File: src/rtl/alu_packet_engine.sv
// alu_packet_engine: byte-stream command engine (echo / add32 / discard).
// Ports: clk_i, reset_i (async, active high); s_axis_* command byte
// input; m_axis_* registered response byte output; busy_o = not idle;
// err_o = one-cycle pulse after an unknown opcode is accepted.
module alu_packet_engine (
  input  logic       clk_i,
  input  logic       reset_i,
  input  logic [7:0] s_axis_tdata,
  input  logic       s_axis_tvalid,
  output logic       s_axis_tready,
  output logic [7:0] m_axis_tdata,
  output logic       m_axis_tvalid,
  input  logic       m_axis_tready,
  output logic       busy_o,
  output logic       err_o
);

  localparam logic [2:0] OPCODE   = 3'd0;
  localparam logic [2:0] RSVD     = 3'd1;
  localparam logic [2:0] LEN_LO   = 3'd2;
  localparam logic [2:0] LEN_HI   = 3'd3;
  localparam logic [2:0] ECHO     = 3'd4;
  localparam logic [2:0] ADD      = 3'd5;
  localparam logic [2:0] SEND_RES = 3'd6;
  localparam logic [2:0] DISCARD  = 3'd7;

  localparam logic [7:0] OP_ECHO = 8'hEC;
  localparam logic [7:0] OP_ADD  = 8'hAD;

  logic [2:0]  state;
  logic [7:0]  op;
  logic [7:0]  len_lo;
  logic [15:0] cnt;
  logic [31:0] acc;
  logic [1:0]  pos;
  logic [2:0]  sent;

  logic        s_fire;
  logic        m_fire;
  logic        out_free;
  logic [15:0] len_full;
  logic [15:0] pay;
  logic [15:0] cnt_dec;
  logic        last;
  logic [31:0] acc_add;
  logic [7:0]  res_byte;
  logic        op_known;

  assign s_fire   = s_axis_tvalid & s_axis_tready;
  assign m_fire   = m_axis_tvalid & m_axis_tready;
  assign out_free = ~m_axis_tvalid | m_axis_tready;
  assign busy_o   = (state != OPCODE);

  assign len_full = {s_axis_tdata, len_lo};
  assign pay      = (len_full < 16'd4) ? 16'd0
                                       : len_full - 16'd4;
  assign cnt_dec  = (cnt == 16'd0) ? 16'd0 : cnt - 16'd1;
  assign last     = (cnt <= 16'd1);

  // Adding each byte at its lane position is the same modulo 2^32 as
  // assembling the little-endian word first; a partial word is then
  // implicitly zero-extended.
  assign acc_add  = acc + (32'(s_axis_tdata) << {pos, 3'b000});
  assign res_byte = 8'(acc >> {sent[1:0], 3'b000});
  assign op_known = (s_axis_tdata == OP_ECHO) ||
                    (s_axis_tdata == OP_ADD);

  always_comb begin
    s_axis_tready = 1'b0;
    if (!reset_i) begin
      unique case (state)
        OPCODE:   s_axis_tready = ~m_axis_tvalid;
        RSVD:     s_axis_tready = 1'b1;
        LEN_LO:   s_axis_tready = 1'b1;
        LEN_HI:   s_axis_tready = 1'b1;
        ECHO:     s_axis_tready = out_free;
        ADD:      s_axis_tready = 1'b1;
        SEND_RES: s_axis_tready = 1'b0;
        DISCARD:  s_axis_tready = 1'b1;
        default:  s_axis_tready = 1'b0;
      endcase
    end
  end

  always_ff @(posedge clk_i or posedge reset_i) begin
    if (reset_i) begin
      state         <= OPCODE;
      op            <= 8'h00;
      len_lo        <= 8'h00;
      cnt           <= 16'd0;
      acc           <= 32'd0;
      pos           <= 2'd0;
      sent          <= 3'd0;
      m_axis_tdata  <= 8'h00;
      m_axis_tvalid <= 1'b0;
      err_o         <= 1'b0;
    end else begin
      err_o <= 1'b0;
      if (m_fire) m_axis_tvalid <= 1'b0;
      unique case (state)
        OPCODE: begin
          if (s_fire) begin
            op    <= s_axis_tdata;
            err_o <= ~op_known;
            state <= RSVD;
          end
        end
        RSVD: begin
          if (s_fire) state <= LEN_LO;
        end
        LEN_LO: begin
          if (s_fire) begin
            len_lo <= s_axis_tdata;
            state  <= LEN_HI;
          end
        end
        LEN_HI: begin
          if (s_fire) begin
            cnt  <= pay;
            pos  <= 2'd0;
            sent <= 3'd0;
            if (op == OP_ECHO) begin
              state <= (pay != 16'd0) ? ECHO : OPCODE;
            end else if (op == OP_ADD) begin
              acc   <= 32'd0;
              state <= (pay != 16'd0) ? ADD : SEND_RES;
            end else begin
              state <= (pay != 16'd0) ? DISCARD : OPCODE;
            end
          end
        end
        ECHO: begin
          if (s_fire) begin
            m_axis_tdata  <= s_axis_tdata;
            m_axis_tvalid <= 1'b1;
            cnt           <= cnt_dec;
            if (last) state <= OPCODE;
          end
        end
        ADD: begin
          if (s_fire) begin
            acc <= acc_add;
            pos <= pos + 2'd1;
            cnt <= cnt_dec;
            if (last) state <= SEND_RES;
          end
        end
        SEND_RES: begin
          if (sent == 3'd4) begin
            if (m_fire) state <= OPCODE;
          end else if (out_free) begin
            m_axis_tdata  <= res_byte;
            m_axis_tvalid <= 1'b1;
            sent          <= sent + 3'd1;
          end
        end
        DISCARD: begin
          if (s_fire) begin
            cnt <= cnt_dec;
            if (last) state <= OPCODE;
          end
        end
        default: state <= OPCODE;
      endcase
    end
  end

endmodule

File: config.mk
export PLATFORM = sky130hd
export DESIGN_NAME = alu_packet_engine
export DESIGN_NICKNAME = d
export VERILOG_FILES = /design/src/rtl/alu_packet_engine.sv
export SDC_FILE = /design/constraint.sdc
export NUM_CORES = 1
export LEC_CHECK = 0
export ABC_AREA = 0
export BUFFER_PORTS_ARGS = -buffer_cell sky130_fd_sc_hd__buf_2
export CAP_MARGIN = 5
export CORE_UTILIZATION = 65
export DETAILED_ROUTE_END_ITERATION = 8
export PLACE_DENSITY = 0.88
export SYNTH_ARGS = -nofsm -noshare
export SYNTH_HDL_FRONTEND = slang
export SYNTH_SLANG_ARGS = --single-unit
File: constraint.sdc
create_clock -name clk_i -period 7.98 [get_ports clk_i]
set_input_delay 0.798 -clock clk_i [delete_from_list [all_inputs] [get_ports clk_i]]
set_output_delay 0.798 -clock clk_i [all_outputs]
set_load 0.1 [all_outputs]
==> impl_metrics.env <==
export IMPL_grt_ovfl_total=0
export IMPL_tns_ns=0
export IMPL_post_route_util_pct=71.5
export IMPL_worst_hold_slack_ns=0.360
export IMPL_worstMarginPinSlew_ns=0.872
export IMPL_final_hold_viol_count=0
export IMPL_hpwl_um=12100
export IMPL_critPathKind="reg2reg"
export IMPL_synth_simple_area_share_pct=21.9
export IMPL_grt_pass1_wl_um=27500
export IMPL_fin_nets=758
export IMPL_postPlaceCellArea_mm2=0.00642
export IMPL_post_route_period_util_pct=47.5
export IMPL_postSynthCellCount=704
export IMPL_cts_buffers=9
export IMPL_rows=35
export IMPL_postCtsSetupBuffers=0
export IMPL_timing_critical_path_buf_inv=1
export IMPL_final_common_cell="dfrtp_1"
export IMPL_antenna_cells=0
export IMPL_worstPathRequired_ns=8.22
export IMPL_yosysWarnings=0
export IMPL_startpoint_type="flip-flop"
export IMPL_path_cells="inv_1, nor2_1, and2_1, ha_1, a211oi_1, o21bai_1, o311a_1, or3b_4, a31o_2, a211oi_4, mux2i_1, o211ai_1"
export IMPL_design_area_mm2=0.00663
export IMPL_r2r_slack_ns=4.19
export IMPL_ant_nets=0
export IMPL_r2r_end="acc[31]$_DFFE_PP0P_"
export IMPL_synth_async_reset_ratio_pct=100
export IMPL_timing_critical_path_to="acc[31]$_DFFE_PP0P_"
export IMPL_p_per_area_mw_per_mm2=348
export IMPL_critPathMaxFanout=12
export IMPL_rsz0062_at_grt="no"
export IMPL_port_buffers=23
export IMPL_cts_root_buf="clkbuf_8"
export IMPL_endpoint_kind="flip-flop"
export IMPL_ys_flop_type="dfrtp_1"
export IMPL_max_freq_ghz=0.264
export IMPL_rr_worst_depth=12
export IMPL_avgSynthCellArea_um2=8.88
export IMPL_die_w_um=100
export IMPL_critical_path_cell_count=12
export IMPL_finalClockSkew_ns=0.0108
export IMPL_clk_path_buf_depth=2
export IMPL_synth_xor_area_share_pct=4.48
export IMPL_drv_cap=0
export IMPL_max_stage_delay_ns=0.52
export IMPL_hold_path_class="in2async"
export IMPL_synth_distinct_cells=71
export IMPL_post_drt_via_cell_ratio=6.70
export IMPL_cts_sinks=82
export IMPL_cts_resized=0
export IMPL_yosysSeqAreaShare_pct=32.8
export IMPL_crit_path_top_delay_cell="dfrtp_1"
export IMPL_synth_top_family_by_area="simple AND/OR/NAND/NOR gates"
export IMPL_synth_edf_count=0
export IMPL_n_fill_cell=714
export IMPL_status="finished clean"
export IMPL_setup_violations=0
export IMPL_area_growth_pct=6.12
export IMPL_clk_insertion_delay_late_ns=0.37
export IMPL_crit_family="compound AO/OA/AOI/OAI gates"
export IMPL_die_h_um=100
export IMPL_drv_slew=0
export IMPL_drc=0
export IMPL_grt_start_max_net_pins=69
export IMPL_cts_max_level=3
export IMPL_ys_ff_latch=82
export IMPL_place_gp_congestion=1.03
export IMPL_synthesis_area_mm2=0.00625
export IMPL_ir_drop_mv=0.289
export IMPL_grt_util_all_layers_pct=35.8
export IMPL_period_minus_slack_ns=3.79
export IMPL_start_util_pct=67.3
export IMPL_wl_per_cell_um=20.0
export IMPL_routed_wirelength_um=16800
export IMPL_setup_ws_ns=4.19
export IMPL_synthMuxAreaShare_pct=8.87
export IMPL_final_layout_size_suffix_gt1_share_pct=12.2
export IMPL_cts_hold_buf=0
export IMPL_firstDrtPassIters=5
export IMPL_p_leak_uw=0.00314
export IMPL_via_count=5635
export IMPL_crit_arrival_ns=4.03
export IMPL_worstSetupStartpoint="pos[0]$_DFFE_PP0P_"
export IMPL_synth_compound_area_share_pct=20.6
export IMPL_dp_slack_ns=4.28
export IMPL_cts_tree="yes"
export IMPL_synth_nets=755
export IMPL_drtIter0Drc=541
export IMPL_slew_headroom_pct=41.9
export IMPL_synthAdderAreaFrac_pct=7.93
export IMPL_grt_pass1_vias=5502
export IMPL_die_area_mm2=0.0100
export IMPL_most_common_layout_cells="82 x dfrtp_1, 77 x nand2_1, 68 x o21ai_0"
export IMPL_core_mm2=0.00928
export IMPL_antenna_found_initial=0
export IMPL_num_io_pins=24
export IMPL_critical_path_reg2reg_startpoint="pos[0]$_DFFE_PP0P_"
export IMPL_clk_pin_slew_ns=0.09
-- Yosys cell counts (18+ instances only) --
| cell | count | area, um2 |
|---|---|---|
| nor2_1 | 37 | 139 |
| nand2_1 | 77 | 289 |
| inv_1 | 18 | 67.6 |
| a21oi_1 | 40 | 200 |
| xor2_1 | 21 | 184 |
| clkbuf_1 | 30 | 113 |
| dfrtp_1 | 82 | 2050 |
| a21o_1 | 19 | 143 |
| mux2_2 | 19 | 214 |
| ha_1 | 38 | 475 |
| o21ai_0 | 69 | 345 |
| and2_1 | 29 | 181 |
-- registers in the layout, indices dropped and copies added (netlist names) --
signal / count
sent: 3
m_axis_tdata: 8
op: 8
cnt: 16
m_axis_tvalid: 1
acc: 32
pos: 2
err_o: 1
len_lo: 8
state: 3
-- logic make-up (layout without fill, tap and decap cells) --
logic type	Yosys count	count (layout)
and+or+nand+nor	254	254
AOI/OAI and AO/OA	200	200
DFF	82	82
buffers and inverters	54	62
muxes	43	43
adders and majority gates	39	39
xor gates and xnor gates	32	32
-- power by group --
part / internal (uW) / switching (uW) / total, uW
logic: 440 / 728 / 1170
clock network: 157 / 168 / 325
registers: 580 / 239 / 819
-- worst min-delay path by stage --
stage / from / endpoint / slack (ns) / cells after the start
6_report: reset_i / err_o$_DFF_PP0_ / 0.36 / 2
5_1_grt: reset_i / op[6]$_DFFE_PP0P_ / 0.37 / 2
4_1_cts: reset_i / m_axis_tvalid$_DFF_PP0_ / 0.37 / 2
3_5_place_dp: m_axis_tdata[5]$_DFFE_PP0P_ / m_axis_tdata[5]$_DFFE_PP0P_ / 0.47 / 2
3_3_place_gp: m_axis_tdata[7]$_DFFE_PP0P_ / m_axis_tdata[7]$_DFFE_PP0P_ / 0.46 / 2
2_1_floorplan: cnt[15]$_DFFE_PP0P_ / cnt[15]$_DFFE_PP0P_ / 0.46 / 1
-- worst register-to-register path, stage by stage, from the launching register on --
cell,delay [ns]
dfrtp_1,0.52
inv_1,0.13
nor2_1,0.50
and2_1,0.23
ha_1,0.29
a211oi_1,0.27
o21bai_1,0.16
o311a_1,0.31
or3b_4,0.42
a31o_2,0.25
a211oi_4,0.26
mux2i_1,0.24
o211ai_1,0.11
-- layer usage --
layer  up-vias  track usage, %  wire, um
met5         -               0         0
met4         0            15.8       588
met3        57            7.73      1560
met2       281            54.8      7440
met1      2692            49.0      7240
li1       2605               -         -
-- per-stage QoR --
stage          power, uW  std cells
2_1_floorplan       1690        704
3_3_place_gp        1900        824
3_5_place_dp        1960        824
4_1_cts             2290        840
5_1_grt             2470        841
6_report            2310        841
-- final cells by class --
type,instances,area [um2],area share [%]
repair buffers,28,153,2.30
clock buffers,10,138,2.07
inverters,18,68.8,1.04
flip-flops and latches,82,2050,30.9
multi-input cells,568,3990,60.2
well taps,129,161,2.43
clock inverters,6,70.1,1.06
Note: power is estimated with default switching activity, not from simulation.
